--- src/rtl/serial_adder_pkg.sv ---
// Shared types and constants for the serial adder sequencer tile.
package serial_adder_pkg;

  typedef enum logic [1:0] {
    StIdle = 2'd0,
    StRun  = 2'd1,
    StDone = 2'd2
  } state_e;

  // Status byte bit positions; bits [7:6] read as zero.
  localparam int unsigned StatBusy    = 0;
  localparam int unsigned StatDone    = 1;
  localparam int unsigned StatCout    = 2;
  localparam int unsigned StatOvf     = 3;
  localparam int unsigned StatZero    = 4;
  localparam int unsigned StatLastSum = 5;

  // io_in pin assignments.
  localparam int unsigned PinClk     = 0;
  localparam int unsigned PinRst     = 1;
  localparam int unsigned PinStart   = 2;
  localparam int unsigned PinA       = 3;
  localparam int unsigned PinB       = 4;
  localparam int unsigned PinSub     = 5;
  localparam int unsigned PinHold    = 6;
  localparam int unsigned PinDispSel = 7;

endpackage

--- src/rtl/full_adder_bit.sv ---
// Single-bit combinational full adder used as the serial datapath.
module full_adder_bit (
  input  logic i_a,
  input  logic i_b,
  input  logic i_cin,
  output logic o_sum,
  output logic o_cout
);

  assign o_sum  = i_a ^ i_b ^ i_cin;
  assign o_cout = (i_a & i_b) | (i_a & i_cin) | (i_b & i_cin);

endmodule

--- src/rtl/serial_adder_sequencer.sv ---
// Bit-serial add/subtract sequencer in an 8-in/8-out tile wrapper.
// Operands stream LSB-first; io_out is a registered result/status mux.
// Optional feature macro: SERIAL_ADDER_SUB_EN enables subtract via io_in[5].
module serial_adder_sequencer
  import serial_adder_pkg::*;
#(
  parameter int unsigned WIDTH = 8
) (
  input  logic [7:0] io_in,
  output logic [7:0] io_out
);

  localparam logic [2:0] CntMax = 3'(WIDTH - 1);

  logic w_clk, w_rst, w_start, w_a, w_b, w_hold, w_disp_sel, w_sub_in;

  assign w_clk      = io_in[PinClk];
  assign w_rst      = io_in[PinRst];
  assign w_start    = io_in[PinStart];
  assign w_a        = io_in[PinA];
  assign w_b        = io_in[PinB];
  assign w_hold     = io_in[PinHold];
  assign w_disp_sel = io_in[PinDispSel];

`ifdef SERIAL_ADDER_SUB_EN
  assign w_sub_in = io_in[PinSub];
`else
  // Add-only build: the sub pin is masked off so the mode is always add.
  assign w_sub_in = io_in[PinSub] & 1'b0;
`endif

  state_e           r_state, w_state_next;
  logic             r_carry, r_sub_mode, r_zero, r_cout, r_ovf, r_last_sum;
  logic [2:0]       r_cnt;
  logic [WIDTH-1:0] r_result;
  logic [7:0]       r_out;

  logic w_load, w_accept, w_last;
  logic w_b_eff, w_sum, w_fa_cout;
  logic [7:0] w_status, w_result_ext;

  assign w_b_eff = w_b ^ r_sub_mode;

  full_adder_bit u_fa (
    .i_a    (w_a),
    .i_b    (w_b_eff),
    .i_cin  (r_carry),
    .o_sum  (w_sum),
    .o_cout (w_fa_cout)
  );

  // State register.
  always_ff @(posedge w_clk) begin
    if (w_rst) r_state <= StIdle;
    else       r_state <= w_state_next;
  end

  // Next-state and datapath control strobes.
  always_comb begin
    w_state_next = r_state;
    w_load       = 1'b0;
    w_accept     = 1'b0;
    w_last       = 1'b0;
    unique case (r_state)
      StIdle, StDone: begin
        if (w_start) begin
          w_state_next = StRun;
          w_load       = 1'b1;
        end
      end
      StRun: begin
        if (!w_hold) begin
          w_accept = 1'b1;
          if (r_cnt == CntMax) begin
            w_last       = 1'b1;
            w_state_next = StDone;
          end
        end
      end
      default: w_state_next = StIdle;
    endcase
  end

  // Carry, counter, result shift register and flags.
  always_ff @(posedge w_clk) begin
    if (w_rst) begin
      r_carry    <= 1'b0;
      r_sub_mode <= 1'b0;
      r_cnt      <= '0;
      r_result   <= '0;
      r_zero     <= 1'b0;
      r_cout     <= 1'b0;
      r_ovf      <= 1'b0;
      r_last_sum <= 1'b0;
    end else if (w_load) begin
      // Subtract is A + ~B + 1: the +1 enters as the initial carry.
      r_carry    <= w_sub_in;
      r_sub_mode <= w_sub_in;
      r_cnt      <= '0;
      r_result   <= '0;
      r_zero     <= 1'b1;
      r_cout     <= 1'b0;
      r_ovf      <= 1'b0;
      r_last_sum <= 1'b0;
    end else if (w_accept) begin
      r_carry    <= w_fa_cout;
      r_result   <= {w_sum, r_result[WIDTH-1:1]};
      r_zero     <= r_zero & ~w_sum;
      r_cnt      <= r_cnt + 3'd1;
      r_last_sum <= w_sum;
      if (w_last) begin
        r_cout <= w_fa_cout;
        // Signed overflow: carry into the MSB differs from carry out of it.
        r_ovf  <= r_carry ^ w_fa_cout;
      end
    end
  end

  // Status and zero-extended result bytes.
  always_comb begin
    w_status              = '0;
    w_status[StatBusy]    = (r_state == StRun);
    w_status[StatDone]    = (r_state == StDone);
    w_status[StatCout]    = r_cout;
    w_status[StatOvf]     = r_ovf;
    w_status[StatZero]    = r_zero;
    w_status[StatLastSum] = r_last_sum;
    w_result_ext              = '0;
    w_result_ext[WIDTH-1:0]   = r_result;
  end

  // Registered display mux.
  always_ff @(posedge w_clk) begin
    if (w_rst) r_out <= 8'h00;
    else       r_out <= w_disp_sel ? w_status : w_result_ext;
  end

  assign io_out = r_out;

endmodule

--- config.mk ---
export PLATFORM = sky130hd
export DESIGN_NAME = serial_adder_sequencer
export DESIGN_NICKNAME = d
export VERILOG_FILES = /design/src/rtl/serial_adder_pkg.sv /design/src/rtl/full_adder_bit.sv /design/src/rtl/serial_adder_sequencer.sv
export SDC_FILE = /design/constraint.sdc
export NUM_CORES = 1
export LEC_CHECK = 0
export ABC_AREA = 1
export ABC_CLOCK_PERIOD_IN_PS = 1950
export CORE_AREA = 2 2 63 65
export DETAILED_ROUTE_END_ITERATION = 10
export DIE_AREA = 0 0 65 67
export PLACE_DENSITY_LB_ADDON = 0.15
export SYNTH_ARGS = -nofsm -noshare
export SYNTH_HDL_FRONTEND = slang
export SYNTH_SLANG_ARGS = --single-unit
--- constraint.sdc ---
create_clock -name io_in -period 1.95 [get_ports io_in]
set_clock_uncertainty 0.2 [all_clocks]
set_input_delay 0.2925 -clock io_in [delete_from_list [all_inputs] [get_ports io_in]]
set_output_delay 0.2925 -clock io_in [all_outputs]
set_load 0.02 [all_outputs]
==> results of run 1 <==
## cell families (layout without fill, tap and decap cells)
family	after synthesis	count (layout)	synth area share
AO/OA/AOI/OAI	23	23	0.116
XOR/XNOR	1	1	0.00839
AND/OR/NAND/NOR	50	50	0.249
flip-flops	25	25	0.480
buffers and inverters	20	99	0.103
adder cells (fa/ha/maj)	3	3	0.0432
## worst max-delay path, delay by kind of cell
family / cells / cell delay (ns)
AO/OA/AOI/OAI: 1 / 0.16
buffers and inverters: 6 / 0.70
AND/OR/NAND/NOR: 1 / 0.06
## worst paths after layout
path / slack (ns) / end / cells past startpoint / start
max: 0.04 / io_out[3] / 8 / io_in[1]
min: -0.19 / r_state[0] / 3 / io_in[1]
max reg2reg: 0.40 / r_carry / 6 / r_carry
min reg2reg: 0.27 / io_out[6] / 2 / r_result[6]
## metrics by stage
step	utilization	instances
final	0.568	249
after global routing	0.568	249
after floorplan	-	122
after global placement	0.317	174
after CTS	0.566	249
after detailed placement	0.317	174
## cell type report
type / count / area [um2]
clock buffer: 50 / 652
clock inverter: 30 / 255
fill: 283 / 1560
inverter: 11 / 41.3
multi-input combinational: 77 / 458
sequential: 25 / 500
tap: 48 / 60.1
timing repair buffer: 8 / 80.1
## state kept, by name (all words and copies together), names as in the netlist
name,flops
io_out,8
r_carry,1
r_cnt,3
r_cout,1
r_last_sum,1
r_ovf,1
r_result,7
r_state,2
r_zero,1
## layer usage
layer,vias up,wire [um]
li1,535,-
met4,0,245
met3,35,414
met1,515,1190
met5,-,0
met2,96,1610
## cells in the mapped netlist, types with 2 or more instances
master,number,area share
sky130_fd_sc_hd__a21oi_1,5,0.024
sky130_fd_sc_hd__buf_6,2,0.022
sky130_fd_sc_hd__dfxtp_1,25,0.48
sky130_fd_sc_hd__ha_1,2,0.024
sky130_fd_sc_hd__inv_1,11,0.040
sky130_fd_sc_hd__inv_2,3,0.011
sky130_fd_sc_hd__nand2_1,8,0.029
sky130_fd_sc_hd__nand2_2,3,0.018
sky130_fd_sc_hd__nand2_4,2,0.022
sky130_fd_sc_hd__nand3_1,4,0.019
sky130_fd_sc_hd__nor2_1,19,0.068
sky130_fd_sc_hd__nor2_2,10,0.060
sky130_fd_sc_hd__nor2_4,2,0.022
sky130_fd_sc_hd__o21ai_0,4,0.019
sky130_fd_sc_hd__o21ai_1,11,0.053
sky130_fd_sc_hd__o22ai_1,2,0.012
## power breakdown
part | switching (mW) | internal [mW]
Sequential | 0 | 0.571
Clock | 2.09 | 3.04
Combinational | 0 | 0
Total | 2.09 | 3.61
## timing repair
action	4_1_cts	5_1_grt
hold endpoints to repair	0	0
endpoints found under the setup margin	12	1
pin swaps	8	0
buffers inserted	2	0
gates resized for setup	7	1
==> key figures, run 1 <==
Place
  – Detailed Place HPWL: ~1400 um
  – Global placement routability congestion: 0.677
  – Area of placed instances: 1140 um2
  – IO Port Bufs: 8
  – Post-place setup slack: -0.0707 ns

Die
  – Cell row count: 22
  – Total die area: 4360 um2
  – Die height: 67 um
  – Starting density of the core: 0.289
  – Width of the die: 65 um
  – Boundary pin count: 16
  – Core area: 3610 um2

Power
  – Leakage Power: slightly above 0.9 nW
  – Worst supply voltage drop on vdd: 0.000893 V
  – Tot Pwr: roughly 5.7 mW
  – Pwr/cell area: about 2800 nW/um2

Yosys
  – Number of enable flip-flop cells after synthesis: 0
  – Most used DFF post-synth: sky130_fd_sc_hd__dfxtp_1
  – Mean instance size in the synthesized netlist: 8.55 um2
  – Cell variety after synth: 25
  – Sequential-to-total area share from yosys stat: 0.480
  – Nets in the synthesized netlist: 133
  – Fraction of registers with async set or reset after synthesis: 0
  – Synthesized cell area: 1040 um2
  – Number of warnings reported in the yosys synthesis log: 0
  – Cells after synthesis: 122
  – FF+latch count, synth: 25

Final layout
  – Final #Nets: 202
  – Antenna cell count: 0
  – Area delta synth->final: 96.2%
  – Leading cell type in the layout, fill and taps excluded: sky130_fd_sc_hd__clkbuf_8
  – Most frequent cells in the layout: sky130_fd_sc_hd__clkbuf_8 (41), sky130_fd_sc_hd__dfxtp_1 (25), sky130_fd_sc_hd__nor2_1 (19)
  – Finished Cell Area: 2050 um2
  – Share of layout cells above drive strength 1: 0.468

Min path
  – Worst hold path class: clk -> reg

Flow run
  – Number of maximum-capacitance violations: 0

Timing
  – Worst slew margin relative to its limit: 0.840
  – Count of endpoints failing hold in the final timing report: 7
  – Number of max-slew violations in the final report: 0
  – Summed negative setup slack over all endpoints: 0 ns
  – Worst Slack Setup Final: 0.0391 ns
  – Count of final setup violators: 0
  – Hold WS: -0.190 ns
  – Unrepaired setup endpoints after global routing: false
  – Transition time of the tightest slew-check pin: 0.239 ns

Routing
  – DRC marker count from the first detailed-route iteration: between 100 and 150
  – Total vias in the final route: 1181
  – Total wire length: roughly 3500 um
  – DR WL/cell: 13.9 um
  – Avg Vias per Cell: 4.74
  – DRC: 0
  – Residual antenna-violating net count after detailed routing: 0
  – First-pass iteration count of the detailed router: 7

Global route
  – Largest net degree at the start of global routing: 15
  – Global routing usage on met3: 0.291
  – Global-route wire length before repair: 6340 um
  – Total grt overflow: 0
  – Met2 Usage GRT: 0.166
  – Antenna violations before repair: 0
  – All-layer global routing usage: 0.197
  – Most heavily used metal layer in global routing: met4
  – Vias in the first global route: roughly 1900
  – Met1 usage: 0.0936

Critical path
  – Data arrival, critical path: 1.91 ns
  – Cell repeated most along the worst path: sky130_fd_sc_hd__clkbuf_8
  – Critical Path Start Type: clock port
  – Crit path largest cell delay: 0.16 ns
  – Cell with the largest stage delay on the worst path: sky130_fd_sc_hd__o22ai_1
  – Cells along the critical path: clkbuf_8, clkbuf_8, clkbuf_8, inv_2, nand2_1, clkbuf_8, clkbuf_8, o22ai_1
  – Type of the worst setup path: clk -> reg
  – Element type at the critical path end: flip-flop
  – Largest fanout on the critical path: 4
  – Critical path data required time: 1.95 ns

Run status
  – Failing checks: negative hold slack
  – Status: finished, violations left

CTS
  – CTS Hold Buffers Added: 0
  – Register clock-pin slew on the reported worst setup and hold paths: 0.09 ns
  – TritonCTS clock tree: done
  – Clock latency on the worst-skew pair: between 0.2 and 0.3 ns
Note: power is estimated with default switching activity, not from simulation.
==> run 2: changes to the inputs <==
Settings changed: CAP_MARGIN set to 15.
==> results of run 2 <==
No change in the layout: final DEF, timing and power equal those of run 1.
==> run 3: changes to the inputs <==
Settings changed: RECOVER_POWER set to 100.
==> key figures, run 3 (synthesized netlist as in run 1, its figures left out) <==
Critical path
  – Top delay family on crit path: buffers and inverters
  – Cells along the critical path: clkbuf_8, clkbuf_8, nand2_4, nand2_4, clkbuf_8, buf_4, clkinvlp_2, nand2_2, nor2_1
  – Crit path largest cell delay: 0.19 ns
  – Worst Path Buf+Inv: 5
  – Element type at the critical path end: flip-flop
  – Cell with the largest stage delay on the worst path: sky130_fd_sc_hd__buf_4
  – Largest fanout on the critical path: 6
  – Critical Path Start Type: clock port
  – Cell repeated most along the worst path: sky130_fd_sc_hd__clkbuf_8
  – Critical path data required time: just under 2 ns
  – Data arrival, critical path: between 1.5 and 2 ns
  – Type of the worst setup path: clk -> reg

Run status
  – Failing checks: negative hold slack
  – Status: finished, violations left

Place
  – Detailed Place HPWL: 1440 um
  – Area of placed instances: 1140 um2
  – IO Port Bufs: 8
  – Global placement routability congestion: 0.677

Timing
  – Hold WS: -0.189 ns
  – Summed negative setup slack over all endpoints: 0 ns
  – Count of final setup violators: 0
  – Worst slew margin relative to its limit: 0.842
  – Unrepaired setup endpoints after global routing: false
  – Count of endpoints failing hold in the final timing report: 6
  – Number of max-slew violations in the final report: 0
  – Transition time of the tightest slew-check pin: 0.236 ns

Routing
  – DRC marker count from the first detailed-route iteration: 124
  – DR WL/cell: 14.1 um
  – Residual antenna-violating net count after detailed routing: 0
  – Total wire length: 3510 um
  – First-pass iteration count of the detailed router: 5
  – Total vias in the final route: 1168
  – DRC: 0
  – Avg Vias per Cell: 4.69

Min path
  – Worst hold path class: clk -> reg

Die
  – Core area: between 3000 and 4000 um2
  – Total die area: 4360 um2
  – Starting density of the core: 0.289
  – Cell row count: 22
  – Width of the die: 65 um
  – Die height: 67 um
  – Boundary pin count: 16

Global route
  – Largest net degree at the start of global routing: 15
  – Total grt overflow: 0
  – All-layer global routing usage: 0.197
  – Antenna violations before repair: 0
  – Vias in the first global route: 1945
  – Global-route wire length before repair: about 6300 um

Final layout
  – Final #Nets: slightly above 200
  – Core utilization of the finished layout: 0.540
  – Share of layout cells above drive strength 1: 0.423
  – Flip-flop count of the largest register, all copies and words added: 8
  – Antenna cell count: 0
  – Leading cell type in the layout, fill and taps excluded: sky130_fd_sc_hd__clkbuf_8
  – Area delta synth->final: 86.6%
  – Finished Cell Area: 1950 um2
  – Most frequent cells in the layout: sky130_fd_sc_hd__clkbuf_8 (36), sky130_fd_sc_hd__dfxtp_1 (25), sky130_fd_sc_hd__nor2_1 (19)
  – Filler cell count: 304

Power
  – Worst supply voltage drop on vdd: 0.000866 V
  – Pwr/cell area: 2720 nW/um2
  – Leakage Power: 0.896 nW

CTS
  – Clock latency on the worst-skew pair: 0.28 ns
  – TritonCTS clock tree: done
  – CTS Hold Buffers Added: 0
  – Register clock-pin slew on the reported worst setup and hold paths: 0.09 ns

Flow run
  – Number of maximum-capacitance violations: 0
==> run 3: cell types whose count changed in the layout (fill, tap and decap cells not counted), moves of 3 or more <==
| cell | previous run | this run |
|---|---|---|
| sky130_fd_sc_hd__clkbuf_8 | 41 | 36 |
| sky130_fd_sc_hd__clkbuf_1 | 4 | 7 |
| sky130_fd_sc_hd__clkinv_4 | 12 | 8 |
| sky130_fd_sc_hd__clkdlybuf4s50_1 | 8 | 0 |
| sky130_fd_sc_hd__dlygate4sd3_1 | 0 | 8 |
| sky130_fd_sc_hd__inv_1 | 13 | 17 |
==> run 3: worst min-delay path: stages <==
cell and delay (ns):
sky130_fd_sc_hd__clkbuf_8 0.11, sky130_fd_sc_hd__clkbuf_8 0.11, sky130_fd_sc_hd__a21oi_1 0.03
==> run 3: layer usage <==
metal  vias up  wire, um  GRT usage
met3        35       473      0.291
met5         -         0     0.0417
met2        97      1590      0.166
met4         0       256      0.412
met1       505      1190     0.0936
li1        531         -          -
==> run 3: area by class of cell <==
class / instances / area (um2) / share of cell area
well taps: 48 / 60.1 / 0.0308
multi-input cells: 77 / 455 / 0.234
clock buffers: 50 / 573 / 0.294
clock inverters: 30 / 236 / 0.121
flip-flops and latches: 25 / 500 / 0.257
inverters: 11 / 41.3 / 0.0212
repair buffers: 8 / 80.1 / 0.0411
==> run 3: where the power goes <==
part	total [mW]	switching, mW	leakage, nW	internal (mW)
logic	0.0000000850	0	0.0850	0
registers	0.571	0	0.215	0.571
clock network	4.73	2.01	0.595	2.72
total	5.30	2.01	0.896	3.29
==> run 3: timing repair <==
item	CTS	global route
buffers inserted	2	0
pin swaps	8	0
resized for setup	7	1
setup endpoints to repair	12	1
gates cloned	0	0
==> run 3: metrics by stage <==
step                hold slack [ns]  setup WS [ns]  instances  power [mW]
finish                       -0.189         0.0374        249        5.30
CTS                          -0.193         0.0286        249        5.86
floorplan                    -0.131        -0.0704        122        1.83
global placement             -0.131        -0.0707        174        1.65
detailed placement           -0.131        -0.0707        174        1.65
global route                 -0.210        0.00723        249        5.79
==> run 3: path summary, 6_finish.rpt <==
path | end | cells after the start | slack (ns) | start
max | r_cout | 9 | 0.04 | io_in[2]
min | r_state[0] | 3 | -0.19 | io_in[1]
max reg2reg | r_cout | 8 | 0.35 | r_state[0]
min reg2reg | io_out[6] | 2 | 0.26 | r_result[6]
